[src/rtl/psr_cond_pkg.sv]
// Shared definitions for the PSR / branch-condition unit: flag bit positions,
// CR16 condition codes, FSM state encoding and the packed PSR layout.
package psr_cond_pkg;

  localparam int C_BIT = 0;
  localparam int L_BIT = 2;
  localparam int F_BIT = 5;
  localparam int Z_BIT = 6;
  localparam int N_BIT = 7;

  localparam logic [3:0] COND_EQ    = 4'b0000;
  localparam logic [3:0] COND_NE    = 4'b0001;
  localparam logic [3:0] COND_CS    = 4'b0010;
  localparam logic [3:0] COND_CC    = 4'b0011;
  localparam logic [3:0] COND_HI    = 4'b0100;
  localparam logic [3:0] COND_LS    = 4'b0101;
  localparam logic [3:0] COND_GT    = 4'b0110;
  localparam logic [3:0] COND_LE    = 4'b0111;
  localparam logic [3:0] COND_FS    = 4'b1000;
  localparam logic [3:0] COND_FC    = 4'b1001;
  localparam logic [3:0] COND_LO    = 4'b1010;
  localparam logic [3:0] COND_HS    = 4'b1011;
  localparam logic [3:0] COND_LT    = 4'b1100;
  localparam logic [3:0] COND_GE    = 4'b1101;
  localparam logic [3:0] COND_UC    = 4'b1110;
  localparam logic [3:0] COND_NEVER = 4'b1111;

  typedef enum logic {
    ST_IDLE = 1'b0,
    ST_RESP = 1'b1
  } state_e;

  typedef struct packed {
    logic n;
    logic z;
    logic f;
    logic l;
    logic c;
  } psr_t;

  // Architectural PSR word as seen by software: {8'b0,N,Z,F,2'b00,L,1'b0,C}.
  function automatic logic [15:0] psr_to_word(input psr_t p);
    logic [15:0] w;
    w        = '0;
    w[C_BIT] = p.c;
    w[L_BIT] = p.l;
    w[F_BIT] = p.f;
    w[Z_BIT] = p.z;
    w[N_BIT] = p.n;
    return w;
  endfunction

endpackage

[src/rtl/psr_cond_unit_cond_eval.sv]
// Combinational CR16 condition evaluator: decides whether a 4-bit condition
// code holds for a given set of PSR flags.
module cond_eval
  import psr_cond_pkg::*;
(
  input  psr_t       flags_i,
  input  logic [3:0] cond_i,
  output logic       true_o
);

  // NOTE: every output of an always_comb gets a default first, so no path
  // through the case can leave it unassigned and infer a latch.
  always_comb begin
    true_o = 1'b0;
    case (cond_i)
      COND_EQ:    true_o =  flags_i.z;
      COND_NE:    true_o = !flags_i.z;
      COND_CS:    true_o =  flags_i.c;
      COND_CC:    true_o = !flags_i.c;
      COND_HI:    true_o =  flags_i.l;
      COND_LS:    true_o = !flags_i.l;
      COND_GT:    true_o =  flags_i.n;
      COND_LE:    true_o = !flags_i.n;
      COND_FS:    true_o =  flags_i.f;
      COND_FC:    true_o = !flags_i.f;
      COND_LO:    true_o = !flags_i.l && !flags_i.z;
      COND_HS:    true_o =  flags_i.l ||  flags_i.z;
      COND_LT:    true_o = !flags_i.n && !flags_i.z;
      COND_GE:    true_o =  flags_i.n ||  flags_i.z;
      COND_UC:    true_o = 1'b1;
      COND_NEVER: true_o = 1'b0;
      default:    true_o = 1'b0;
    endcase
  end

endmodule

[src/rtl/psr_cond_unit.sv]
// PSR capture plus registered branch/jump resolver with valid/ready handshake.
// Optional PSR_SHADOW_EN macro adds psr_save/psr_restore and a shadow PSR.
module psr_cond_unit
  import psr_cond_pkg::*;
#(
  parameter int PC_W = 16
) (
  input  logic            clk,
  input  logic            reset_n,
  input  logic [15:0]     flags_in,
  input  logic            we_cf,
  input  logic            we_lnz,
  input  logic            req_valid,
  output logic            req_ready,
  input  logic [3:0]      req_cond,
  input  logic            req_is_jump,
  input  logic [PC_W-1:0] req_pc,
  input  logic [7:0]      req_disp,
  input  logic [PC_W-1:0] req_target,
  output logic            rsp_valid,
  input  logic            rsp_ready,
  output logic            rsp_taken,
  output logic [PC_W-1:0] rsp_next_pc,
  output logic [15:0]     psr_out
`ifdef PSR_SHADOW_EN
  ,
  input  logic            psr_save,
  input  logic            psr_restore
`endif
);

  psr_t            psr_q, psr_d;
  state_e          state_q, state_d;
  logic            taken_q, taken_d;
  logic [PC_W-1:0] next_pc_q, next_pc_d;
  logic [PC_W-1:0] target, seq_pc;
  logic            accept;

  logic unused_flags;
  assign unused_flags = ^{flags_in[15:8], flags_in[4:3], flags_in[1]};

`ifdef PSR_SHADOW_EN
  psr_t shadow_q, shadow_d;
`endif

  // psr_d doubles as the bypass source: a request accepted this cycle sees
  // the flags that will be in the PSR after the edge.
  always_comb begin
    psr_d = psr_q;
    if (we_cf) begin
      psr_d.c = flags_in[C_BIT];
      psr_d.f = flags_in[F_BIT];
    end
    if (we_lnz) begin
      psr_d.l = flags_in[L_BIT];
      psr_d.n = flags_in[N_BIT];
      psr_d.z = flags_in[Z_BIT];
    end
`ifdef PSR_SHADOW_EN
    if (psr_restore) psr_d = shadow_q;
`endif
  end

`ifdef PSR_SHADOW_EN
  always_comb begin
    shadow_d = shadow_q;
    if (psr_save && !psr_restore) shadow_d = psr_q;
  end
`endif

  cond_eval u_cond_eval (
    .flags_i (psr_d),
    .cond_i  (req_cond),
    .true_o  (taken_d)
  );

  assign target    = req_is_jump ? req_target
                                 : req_pc + {{(PC_W-8){req_disp[7]}}, req_disp};
  assign seq_pc    = req_pc + PC_W'(1);
  assign next_pc_d = taken_d ? target : seq_pc;

  always_comb begin
    state_d   = state_q;
    req_ready = 1'b0;
    rsp_valid = 1'b0;
    case (state_q)
      ST_IDLE: begin
        req_ready = 1'b1;
        if (req_valid) state_d = ST_RESP;
      end
      ST_RESP: begin
        rsp_valid = 1'b1;
        req_ready = rsp_ready;
        if (rsp_ready && !req_valid) state_d = ST_IDLE;
      end
      default: state_d = ST_IDLE;
    endcase
  end

  assign accept = req_valid && req_ready;

  // NOTE: state is updated with non-blocking assignments so every flop
  // samples the pre-edge values, independent of statement order.
  always_ff @(posedge clk or negedge reset_n) begin
    if (!reset_n) begin
      state_q   <= ST_IDLE;
      psr_q     <= '0;
      taken_q   <= 1'b0;
      next_pc_q <= '0;
    end else begin
      state_q <= state_d;
      psr_q   <= psr_d;
      if (accept) begin
        taken_q   <= taken_d;
        next_pc_q <= next_pc_d;
      end
    end
  end

`ifdef PSR_SHADOW_EN
  always_ff @(posedge clk or negedge reset_n) begin
    if (!reset_n) shadow_q <= '0;
    else          shadow_q <= shadow_d;
  end
`endif

  assign rsp_taken   = taken_q;
  assign rsp_next_pc = next_pc_q;
  assign psr_out     = psr_to_word(psr_q);

endmodule

[config.mk]
export PLATFORM = sky130hd
export DESIGN_NAME = psr_cond_unit
export DESIGN_NICKNAME = d
export VERILOG_FILES = /design/src/rtl/psr_cond_pkg.sv /design/src/rtl/psr_cond_unit_cond_eval.sv /design/src/rtl/psr_cond_unit.sv
export SDC_FILE = /design/constraint.sdc
export NUM_CORES = 1
export LEC_CHECK = 0
export ABC_AREA = 1
export CORE_ASPECT_RATIO = 1.2
export CORE_MARGIN = 2
export CORE_UTILIZATION = 49
export CTS_BUF_LIST = sky130_fd_sc_hd__clkbuf_8 sky130_fd_sc_hd__clkbuf_16
export CTS_CLUSTER_SIZE = 20
export DETAILED_ROUTE_END_ITERATION = 12
export GPL_ROUTABILITY_DRIVEN = 0
export GPL_TIMING_DRIVEN = 0
export PLACE_DENSITY = 0.85
export SLEW_MARGIN = 5
export SYNTH_ARGS = -nofsm -noshare
export SYNTH_HDL_FRONTEND = slang
export SYNTH_HIERARCHICAL = 1
export SYNTH_SLANG_ARGS = --single-unit
[constraint.sdc]
create_clock -name clk -period 5.62 [get_ports clk]
set_input_delay 1.124 -clock clk [delete_from_list [all_inputs] [get_ports clk]]
set_output_delay 1.124 -clock clk [all_outputs]
set_load 0.01 [all_outputs]
# Word-level counts from Yosys, hierarchy flattened
# Index checks and enable logic that the tools add are counted.
# op_classes
muxes,12
reduce_logical,13
n_lt_le_gt_ge,0
bitwise,1
n_div,0
eq_ne,15
n_shift,0
multipliers,0
addsub,2
# ops
operator,n
== test 4 bit (second input constant),8
2-to-1 mux 16 bit,2
adder 16 x 1 -> 16 bit (second input constant),1
adder 16 bit,1
== test 4 x 3 -> 1 bit (second input constant),4
case mux 1 bit (16 select lines),1
== test 4 x 2 -> 1 bit (second input constant),2
zero test 1 bit,6
2-to-1 mux 1 bit,6
== test 4 x 1 -> 1 bit (second input constant),1
logical AND 1 bit,4
zero test 4 bit,1
case mux 1 bit (2 select lines),2
logical OR 1 bit,2
2-to-1 mux 2 bit,1
NOT 1 bit,1
# word_totals
input_bits,67
mem_bits_rw,0
word_cells,51
out_inout_bits,35
memories,0
latch_bits,0
reg_bits,23
rom_bits,0

# Logic depth before layout (Yosys ltp)
# Gate-level depths: netlist of run 1.
# logic_depth
word_depth,5
mapped_depth,15
ltp_nobuf,15

# Cells and area by module
# The synthesis of run 1 kept the hierarchy.
# by_module_without_submodules
mod,n_inst,area_per_inst_um2,cells_each,seq_area_each_um2
psr_cond_unit,1,2482.4,383,575.6
cond_eval,1,220.2,52,0.0

# Least setup slack after synthesis of run 1
# No wires, ideal clock.
# synth_timing
path_type,input-to-reg
from,input we_lnz
to,"register next_pc_q[0], in the netlist rsp_next_pc[0]"
path_stages,14
t_required_ns,5.477
path_buffers,1
setup_time_ns,0.143
slack_ns,2.924
t_arrival_ns,2.553
cell_sequence,mux2_2 > inv_1 > nand2_1 > nand2_1 > nor2_1 > nor2_1 > nand3_1 > nor2_1 > nor2_1 > inv_2 > clkbuf_1 > nor2_1 > o21ai_1 > o221ai_1
# synth_via
elab_chain_cells,5
elab_cells_between_ends,11
classes_between,mux (4); reduce/logical (7)
# synth_lines
element,line_no,rtl
start: declaration,psr_cond_unit.sv:12,"input logic we_lnz,"
2-to-1 mux 2 bit / 2-to-1 mux 1 bit (equally long branches),psr_cond_unit.sv:54,if (we_lnz) begin
"zero test 1 bit, on equally long branches",-,
"logical AND 1 bit, on equally long branches","psr_cond_unit_cond_eval.sv:28, psr_cond_unit_cond_eval.sv:26",
case mux 1 bit (16 select lines) *,psr_cond_unit_cond_eval.sv:15,case (cond_i)
net taken_d,psr_cond_unit.sv:34,"logic taken_q, taken_d;"
2-to-1 mux 16 bit *,psr_cond_unit.sv:80,assign next_pc_d = taken_d ? target : seq_pc;
end signal: assignment,psr_cond_unit.sv:115,next_pc_q <= next_pc_d;
end: declaration,psr_cond_unit.sv:35,"logic [PC_W-1:0] next_pc_q, next_pc_d;"
# The timed path passes the listed nets; every way through them passes the cells marked *.
# A chain may end at the register's enable or synchronous reset.

==> results of run 1 <==
==> cell usage after synthesis, types with 3 or more instances <==
master,n
a21oi_1,18
buf_4,11
xnor2_1,5
nand3b_1,3
nand4_1,6
mux2_2,5
nand2_1,122
nor2_2,3
nor2_4,3
inv_1,50
nor3_2,4
a22oi_1,4
o21ai_1,6
nor2_1,62
xor2_1,8
inv_2,7
nand3_1,40
o21ai_0,8
dfrtp_1,23
nand2_2,4
ha_1,16
==> worst max-delay path, stage by stage <==
cell and delay, ns:
clkdlybuf4s50_1 0.52, mux2_2 0.38, inv_1 0.10, nand2_1 0.06, nand2_1 0.06, nor2_1 0.04, nor2_1 0.12, nand3_1 0.09
nor2_1 0.08, nor2_1 0.11, inv_2 0.08, clkbuf_1 0.42, nor2_1 0.10, o21ai_1 0.10, o221ai_1 0.12
==> routing by layer <==
layer / routed length [um] / share of wire / up-vias / global-route usage
li1: - / - / 1567 / -
met1: 3040 / 0.40 / 1409 / 0.296
met2: 4050 / 0.53 / 96 / 0.479
met3: 419 / 0.054 / 18 / 0.0202
met4: 178 / 0.023 / 0 / 0.118
met5: 0 / 0 / - / 0
==> worst paths after layout <==
path                            slack [ns]        from               to  cells after the start
worst max-delay path                  2.22      we_lnz   rsp_next_pc[0]                     15
worst min-delay path                  0.50   rsp_taken        rsp_taken                      2
worst max register to register        3.31  psr_out[7]   rsp_next_pc[0]                     14
worst min register to register        0.50   rsp_taken        rsp_taken                      2
max in group asynchronous             3.61     reset_n  rsp_next_pc[13]                      1
min in group asynchronous             1.40     reset_n   rsp_next_pc[1]                      1
==> per-stage QoR <==
step	instance area (sq um)	hold WS [ns]	cells	worst slack, ns	util
floorplan	2740	0.517	445	2.92	-
global placement	3610	0.481	586	2.05	0.681
detailed placement	3610	0.485	586	1.95	0.681
CTS	3650	0.506	590	2.23	0.690
global route	3650	0.542	590	2.07	0.690
finish	3650	0.500	590	2.22	0.690
==> cell type report <==
class | instances | area, sq um | share of cell area
clock inverters | 1 | 3.75 | 0.00103
multi-input cells | 349 | 1850 | 0.505
clock buffers | 3 | 41.3 | 0.0113
inverters | 57 | 214 | 0.0586
repair buffers | 79 | 791 | 0.216
flip-flops and latches | 23 | 576 | 0.158
plain buffers | 16 | 104 | 0.0284
well taps | 62 | 77.6 | 0.0212
==> where the power goes <==
group | internal [mW] | switching [mW]
Sequential | 0.199 | 0.0194
Clock | 0.0488 | 0.0519
Combinational | 0.173 | 0.184
==> sequential cells by signal, summed over array words and instances (netlist names) <==
| register | flops |
|---|---|
| psr_out | 5 |
| rsp_next_pc | 16 |
| rsp_taken | 1 |
| state_q | 1 |
==> cells by family after synthesis <==
family / Yosys count
compound gates: 48
xor+xnor: 13
fa+ha+maj: 17
buf+inv: 73
flops: 23
mux: 5
other cells: 1
simple gates: 255
==> run_results.csv, run 1 <==
group,metric,value,unit
sta,rsz0062_at_grt,"no",
global_route,grt.total_usage,0.259,
cells_and_area,final_cell_mix,"122 x nand2_1, 79 x clkdlybuf4s50_1, 62 x nor2_1",
detailed_routing,drt_first_pass_iters,4,
cells_and_area,num_antenna_cells,0,
clock_tree,postCtsSetupRepairBufs,0,
cells_and_area,drive_gt1_frac,0.0890,
clock_tree,post_cts_resized,0,
sta,finalSetupTns,0,ns
yosys,yosys.area.top_type_share,0.213,
yosys,synth_cells,435,
global_route,grt_overflow,0,
yosys,ys_ff_latch,23,
min_path,hp-class,"register to register",
sta,fin_crit,3.40,ns
worst_setup_path,crit_path_start_kind,"primary input",
die,core,0.00530,sq mm
clock_tree,holdBufCountCts,0,
global_route,grt_max_degree,24,
yosys,ys_types,41,
sta,setup_violations,0,
clock_tree,root_buffer,"clkbuf_8",
yosys,seq_area_frac_synth,0.213,
detailed_routing,drtAntennaViolNets,0,
sta,relSlewSlack,0.332,
worst_setup_path,critPathCaptureType,"register",
yosys,yosysWarnings,6,
sta,drv_slew,0,
die,start_util,0.510,
detailed_routing,post_drt_wl_per_cell,13.0,um
job,maxCapViolations,0,
outcome,status,"complete, no violations",
worst_setup_path,worstPathArrival,3.53,ns
power_and_ir_drop,ir_worst_vdd,0.0949,mV
worst_setup_path,path_max_fanout,10,
yosys,synth.area.top_cells,"dfrtp_1 21%, nand2_1 17%, nor2_1 8.6%",
detailed_routing,drcViolationCount,0,
yosys,synth_xor_area_frac,0.0421,
sta,period_share,0.604,
die,rows,29,
global_route,grt_pass1_vias,3032,
yosys,synth_edf_count,0,
placement,io_buffers,79,
yosys,avgSynthCellArea,6.21,sq um
detailed_routing,vias,3090,
yosys,synth_fa_ha_area_frac,0.0815,
clock_tree,clock_path_buffers,2,
clock_tree,tritoncts,"built",
cells_and_area,final_common_cell,"nand2_1",
cells_and_area,final_nets,613,
clock_tree,cts.sinks,23,
power_and_ir_drop,p_leak,1.83,nW
yosys,synth_mux_area_frac,0.0208,
power_and_ir_drop,power_density,185,mW/mm^2
yosys,synth-compound-area-share,0.108,
power_and_ir_drop,power,675,uW
worst_setup_path,crit_required,5.75,ns
cells_and_area,area_delta_synth_final,35.2,%
die,io_pins,102,
yosys,synth_top_family_by_area,"simple AND/OR/NAND/NOR gates",
yosys,synth_top_flop_cell,"dfrtp_1",
die,die_w,71.8,um
detailed_routing,wl,7690,um
placement,hpwlAfterDp,6560,um
clock_tree,htree_levels,1,
die,die_area,0.00613,sq mm
detailed_routing,drtIter0Drc,139,
yosys,async_reset_ff_frac,1.00,
yosys,syn_area,0.00270,sq mm
cells_and_area,final.fill_count,469,
clock_tree,cts_buffers,3,
yosys,netlist.top_cell.by_area,"dfrtp_1",
sta,tightestPinTransition,0.998,ns
yosys,synthSimpleGateAreaFrac,0.416,
clock_tree,clk_transition_reported_paths,0.08,ns
sta,timing.fmax,294,MHz
global_route,grt_pass1_wl,12800,um
global_route,antenna_found_initial,0,
detailed_routing,routed_via_density,5.24,
sta,fin_skew,0.00492,ns
worst_setup_path,critPathKind,"primary input to register",
die,fp.dieH,85.4,um
sta,report.final.hold_viol_count,0,
clock_tree,clk_latency,0.26,ns
Note: power is estimated with default switching activity, not from simulation.
==> run 2, diff against run 1 <==
Settings changed: CORE_UTILIZATION 49 to 45, PLACE_DENSITY 0.85 to 0.78.
Clock period 5.62 ns to 3.38 ns, I/O delays scaled along.
==> run 2 against run 1 <==
Against the previous run: die area grew 8.4%; first-iteration DRC count grew 4.3%; design area grew 0.65%; combinational power grew 66%; worst setup slack lost 1.8 ns; clock-buffer cell count is the same; non-clock buffer count is the same; sequential share of layout area shrank 0.10 points; final cell count grew 3.1%; critical endpoint unchanged.
==> run_results.csv, run 2 (synthesis gave the netlist of run 1 again) <==
group,metric,value,unit
worst_setup_path,setup.worst_path.start,"we_lnz",
sta,drv_slew,0,
sta,fin_crit,2.98,ns
cells_and_area,largest_reg_flops,16,
outcome,status,"complete, no violations",
cells_and_area,final_nets,613,
clock_tree,postCtsSetupRepairBufs,0,
clock_tree,cts.sinks,23,
worst_setup_path,crit_path_start_kind,"primary input",
die,fp.dieH,88.9,um
clock_tree,clk_transition_reported_paths,0.08,ns
cells_and_area,layout.cells.non_filler,608,
global_route,grt_overflow,0,
clock_tree,clk_latency,0.27,ns
clock_tree,clock_path_buffers,2,
power_and_ir_drop,p_leak,1.82,nW
global_route,grt_max_degree,24,
sta,report.final.hold_viol_count,0,
global_route,grt.total_usage,0.240,
cells_and_area,fin_util,0.640,
placement,hpwlAfterDp,6500,um
worst_setup_path,path_max_fanout,10,
detailed_routing,drtAntennaViolNets,0,
clock_tree,htree_levels,1,
power_and_ir_drop,ir_worst_vdd,0.138,mV
min_path,whs_endpoint,"rsp_next_pc[0]",
sta,relSlewSlack,0.302,
placement,place_ws,0.159,ns
die,die_w,74.7,um
sta,setup_violations,0,
power_and_ir_drop,power,1.13,mW
cells_and_area,num_antenna_cells,0,
detailed_routing,drtIter0Drc,145,
detailed_routing,vias,3078,
global_route,grt_pass1_vias,2959,
sta,tightestPinTransition,1.04,ns
detailed_routing,drcViolationCount,0,
clock_tree,holdBufCountCts,0,
die,start_util,0.471,
die,die_area,0.00664,sq mm
min_path,min_from,"rsp_next_pc[0]",
job,maxCapViolations,0,
worst_setup_path,crit_required,3.57,ns
die,io_pins,102,
cells_and_area,final_cell_mix,"122 x nand2_1, 79 x clkdlybuf4s50_1, 62 x nor2_1",
cells_and_area,drive_gt1_frac,0.0909,
min_path,worstHoldPathCells,2,
cells_and_area,final.fill_count,566,
placement,io_buffers,79,
sta,fin_skew,0.00588,ns
detailed_routing,wl,7600,um
sta,finalSetupTns,0,ns
placement,numPlacedInstances,604,
worst_setup_path,critPathKind,"primary input to register",
detailed_routing,drt_first_pass_iters,4,
die,core,0.00574,sq mm
min_path,hp-class,"register to register",
worst_setup_path,r2r_end,"rsp_next_pc[0]",
clock_tree,tritoncts,"built",
clock_tree,post_cts_resized,0,
sta,timing.fmax,336,MHz
detailed_routing,post_drt_wl_per_cell,12.5,um
sta,period_share,0.881,
die,rows,30,
worst_setup_path,ff2ff_setup_slack,1.05,ns
worst_setup_path,worstPathArrival,3.17,ns
worst_setup_path,critPathCaptureType,"register",
cells_and_area,final_common_cell,"nand2_1",
cells_and_area,area_delta_synth_final,36.1,%
power_and_ir_drop,power_density,306,mW/mm^2
clock_tree,cts_buffers,3,
sta,rsz0062_at_grt,"no",
sta,fin_ws,0.402,ns
worst_setup_path,reg2reg_from,"psr_out[7]",
detailed_routing,routed_via_density,5.06,
global_route,antenna_found_initial,0,
clock_tree,root_buffer,"clkbuf_8",
global_route,grt_pass1_wl,12600,um
worst_setup_path,reg2reg_depth,13,
==> run 2: worst max-delay path: stages <==
cell and delay [ns]:
clkdlybuf4s50_1 0.52, mux2_2 0.38, inv_1 0.10, nand3_1 0.08, nand3_1 0.10, nand2_1 0.05, nand2_1 0.05, nor2_1 0.04
nor2_1 0.38, inv_2 0.09, clkbuf_1 0.27, nor2_1 0.18, o21ai_1 0.08, o221ai_1 0.17
==> run 2: power breakdown <==
group / switching, mW / internal [mW] / total, mW
sequential: 0.0324 / 0.330 / 0.362
combinational: 0.306 / 0.287 / 0.593
clock: 0.0888 / 0.0824 / 0.171
==> run 2: worst max-delay path by stage <==
stage          slack [ns]              to  depth (start not counted)
2_1_floorplan        1.13  rsp_next_pc[0]                         14
3_3_place_gp         0.24  rsp_next_pc[0]                         15
3_5_place_dp         0.16  rsp_next_pc[0]                         14
4_1_cts              0.43  rsp_next_pc[0]                         14
5_1_grt              0.20  rsp_next_pc[7]                         14
6_report             0.40  rsp_next_pc[0]                         14
==> run 2: per-stage QoR <==
step	area (sq um)	hold WS [ns]
after floorplan	2740	0.380
after global placement	3630	0.475
after detailed placement	3630	0.493
after CTS	3680	0.514
after global routing	3680	0.547
final	3680	0.511
==> run 2: area by class of cell <==
| class | instances | area (sq um) | area share |
|---|---|---|---|
| flip-flops and latches | 23 | 576 | 0.157 |
| clock inverters | 1 | 5.00 | 0.00136 |
| repair buffers | 79 | 791 | 0.215 |
| well taps | 80 | 100 | 0.0272 |
| inverters | 57 | 214 | 0.0582 |
| plain buffers | 16 | 104 | 0.0282 |
| clock buffers | 3 | 41.3 | 0.0112 |
| multi-input cells | 349 | 1850 | 0.502 |
==> run 2: metal layers <==
metal  wire, um  track usage  up-vias
li1           -            -     1578
met1       3180        0.294     1402
met2       3950        0.447       87
met3        327       0.0135       11
met4        147       0.0731        0
met5          0            0        -
==> run 3, diff against run 2 <==
Settings changed: ABC_AREA 1 to default, CORE_UTILIZATION 45 to 25, PLACE_DENSITY 0.78 to 0.49.
==> run 3 against run 2 <==
Against the previous run: non-clock buffer count grew 5; area after synthesis is 11% lower; synthesized cell count fell by 32%; combinational power down 6.6%; clock power grew 54%; clock-buffer cell count unchanged; total power increased by 4.1%.
==> run_results.csv, run 3 <==
group,metric,value,unit
outcome,status,"complete, no violations",
min_path,hp-class,"register to register",
sta,fin_crit,3.25,ns
die,io_pins,102,
clock_tree,holdBufCountCts,0,
yosys,synth_most_common_cell,"nand2_1",
clock_tree,root_buffer,"clkbuf_16",
global_route,grt_overflow,0,
sta,relSlewSlack,0.278,
worst_setup_path,critPathKind,"primary input to register",
detailed_routing,wl,7590,um
yosys,async_reset_ff_frac,1.00,
sta,drv_slew,0,
worst_setup_path,slowest_delay,0.49,ns
detailed_routing,drcViolationCount,0,
power_and_ir_drop,power_density,338,mW/mm^2
min_path,whs_endpoint,"rsp_next_pc[0]",
worst_setup_path,cpMaxStageDelayCell,"clkdlybuf4s50_1",
worst_setup_path,path_max_fanout,6,
global_route,grt_max_degree,24,
die,die_w,93.4,um
clock_tree,cts.sinks,23,
yosys,synth_cells,296,
placement,io_buffers,78,
power_and_ir_drop,p_leak,1.45,nW
yosys,synth_top_flop_cell,"dfrtp_1",
cells_and_area,largest_reg_flops,16,
worst_setup_path,crit_chain,"clkdlybuf4s50_1, mux2_2, or4b_1, o31ai_1, a211o_1, a221o_2, and2_4, and3_1, a221o_1, or3b_1",
yosys,yosys.area.top_type_share,0.240,
placement,numPlacedInstances,507,
cells_and_area,layout.cells.non_filler,512,
yosys,synth_common_cells,"41 x nand2_1, 26 x o21ai_0, 23 x dfrtp_1",
cells_and_area,area_delta_synth_final,44.8,%
sta,tightestPinTransition,1.08,ns
sta,fin_skew,0.00238,ns
die,rows,39,
worst_setup_path,worstPathArrival,3.39,ns
yosys,ys_types,51,
sta,period_share,0.962,
worst_setup_path,reg2reg_depth,9,
worst_setup_path,crit_path_start_kind,"primary input",
detailed_routing,drtIter0Drc,53,
detailed_routing,routed_via_density,4.70,
cells_and_area,final_nets,474,
cells_and_area,final_common_cell,"clkdlybuf4s50_1",
yosys,seq_area_frac_synth,0.240,
worst_setup_path,ff2ff_setup_slack,0.66,ns
sta,report.final.hold_viol_count,0,
clock_tree,clk_transition_reported_paths,0.06,ns
sta,finalSetupTns,0,ns
yosys,syn_area,0.00240,sq mm
clock_tree,htree_levels,1,
sta,timing.fmax,308,MHz
worst_setup_path,critPathCaptureType,"register",
cells_and_area,drive_gt1_frac,0.0925,
die,die_area,0.0104,sq mm
worst_setup_path,reg2reg_from,"psr_out[6]",
detailed_routing,drtAntennaViolNets,0,
power_and_ir_drop,ir_worst_vdd,0.166,mV
sta,rsz0062_at_grt,"no",
sta,setup_violations,0,
global_route,grt_pass1_vias,2482,
yosys,synth_edf_count,0,
detailed_routing,drt_first_pass_iters,4,
global_route,antenna_found_initial,0,
worst_setup_path,crit_required,3.52,ns
yosys,avgSynthCellArea,8.10,sq um
die,fp.dieH,111,um
cells_and_area,final_cell_mix,"77 x clkdlybuf4s50_1, 41 x nand2_1, 26 x o21ai_0",
yosys,ys_ff_latch,23,
min_path,worstHoldPathCells,2,
yosys,synth.area.top_cells,"dfrtp_1 24%, ha_1 8.3%, nand2_1 6.4%",
clock_tree,tritoncts,"built",
min_path,min_from,"rsp_next_pc[0]",
detailed_routing,post_drt_wl_per_cell,14.8,um
worst_setup_path,r2r_end,"rsp_next_pc[12]",
clock_tree,clock_path_buffers,2,
yosys,netlist.top_cell.by_area,"dfrtp_1",
cells_and_area,num_antenna_cells,0,
global_route,grt_pass1_wl,12200,um
clock_tree,cts_buffers,3,
detailed_routing,vias,2406,
global_route,grt.total_usage,0.146,
yosys,yosysWarnings,6,
die,start_util,0.255,
die,core,0.00942,sq mm
placement,hpwlAfterDp,6350,um
job,maxCapViolations,0,
clock_tree,clk_latency,0.26,ns
==> run 3: cells by family after synthesis <==
family,Yosys count,share of synthesized area
flops,23,0.240
fa+ha+maj,17,0.0918
compound gates,83,0.229
xor+xnor,25,0.0913
other cells,1,0.00156
simple gates,109,0.232
buf+inv,26,0.0616
mux,12,0.0532
==> run 3: per-stage QoR <==
stage | power, mW | area, sq um | utilization | hold WS, ns | setup WS, ns
after floorplan | 0.643 | 2440 | - | 0.380 | 0.356
after global placement | 0.906 | 3370 | 0.358 | 0.473 | -0.472
after detailed placement | 0.909 | 3370 | 0.358 | 0.473 | -0.470
after CTS | 1.18 | 3470 | 0.368 | 0.489 | 0.0615
after global routing | 1.25 | 3470 | 0.369 | 0.532 | 0.0398
final | 1.17 | 3470 | 0.369 | 0.485 | 0.130
==> run 3: timing repair <==
item	CTS	global route
pin swaps	1	0
gates resized for setup	5	3
endpoints found under the setup margin	1	2
setup buffers	1	0
==> run 3: critical path, delay by kind of cell <==
kind / cells / cell delay [ns]
and+or+nand+nor: 4 / 0.93
AOI/OAI and AO/OA: 4 / 0.94
muxes: 1 / 0.35
buffers and inverters: 1 / 0.49
==> run 3: final cells by class <==
class                      instances  area, sq um
multi-input combinational        257         1720
tap                              123          154
inverter                           5         18.8
clock inverter                     1         7.51
buffer                            21          130
sequential                        23          576
fill                            1008         5950
timing repair buffer              79          787
clock buffer                       3         75.1
==> run 3: how the worst max path moves through the flow <==
| stage | slack [ns] | depth (start not counted) | endpoint | from |
|---|---|---|---|---|
| 4_1_cts | 0.06 | 10 | rsp_next_pc[12] | we_cf |
| 3_5_place_dp | -0.47 | 10 | rsp_next_pc[12] | we_lnz |
| 3_3_place_gp | -0.47 | 10 | rsp_next_pc[12] | we_lnz |
| 2_1_floorplan | 0.36 | 9 | rsp_next_pc[12] | we_lnz |
| 5_1_grt | 0.04 | 10 | rsp_next_pc[12] | we_cf |
| 6_report | 0.13 | 10 | rsp_next_pc[12] | we_cf |
==> run 3: metal layers <==
| layer | vias to the layer above | global-route usage | wire length [um] |
|---|---|---|---|
| met2 | 46 | 0.281 | 3980 |
| li1 | 1259 | - | - |
| met1 | 1097 | 0.173 | 3270 |
| met5 | - | 0 | 0 |
| met4 | 0 | 0.0294 | 52 |
| met3 | 4 | 0.0150 | 283 |
==> run 3: where the power goes <==
part | total, mW | switching, mW | internal [mW]
Sequential | 0.356 | 0.0299 | 0.326
Clock | 0.263 | 0.102 | 0.160
Combinational | 0.554 | 0.269 | 0.285
Total | 1.17 | 0.401 | 0.771
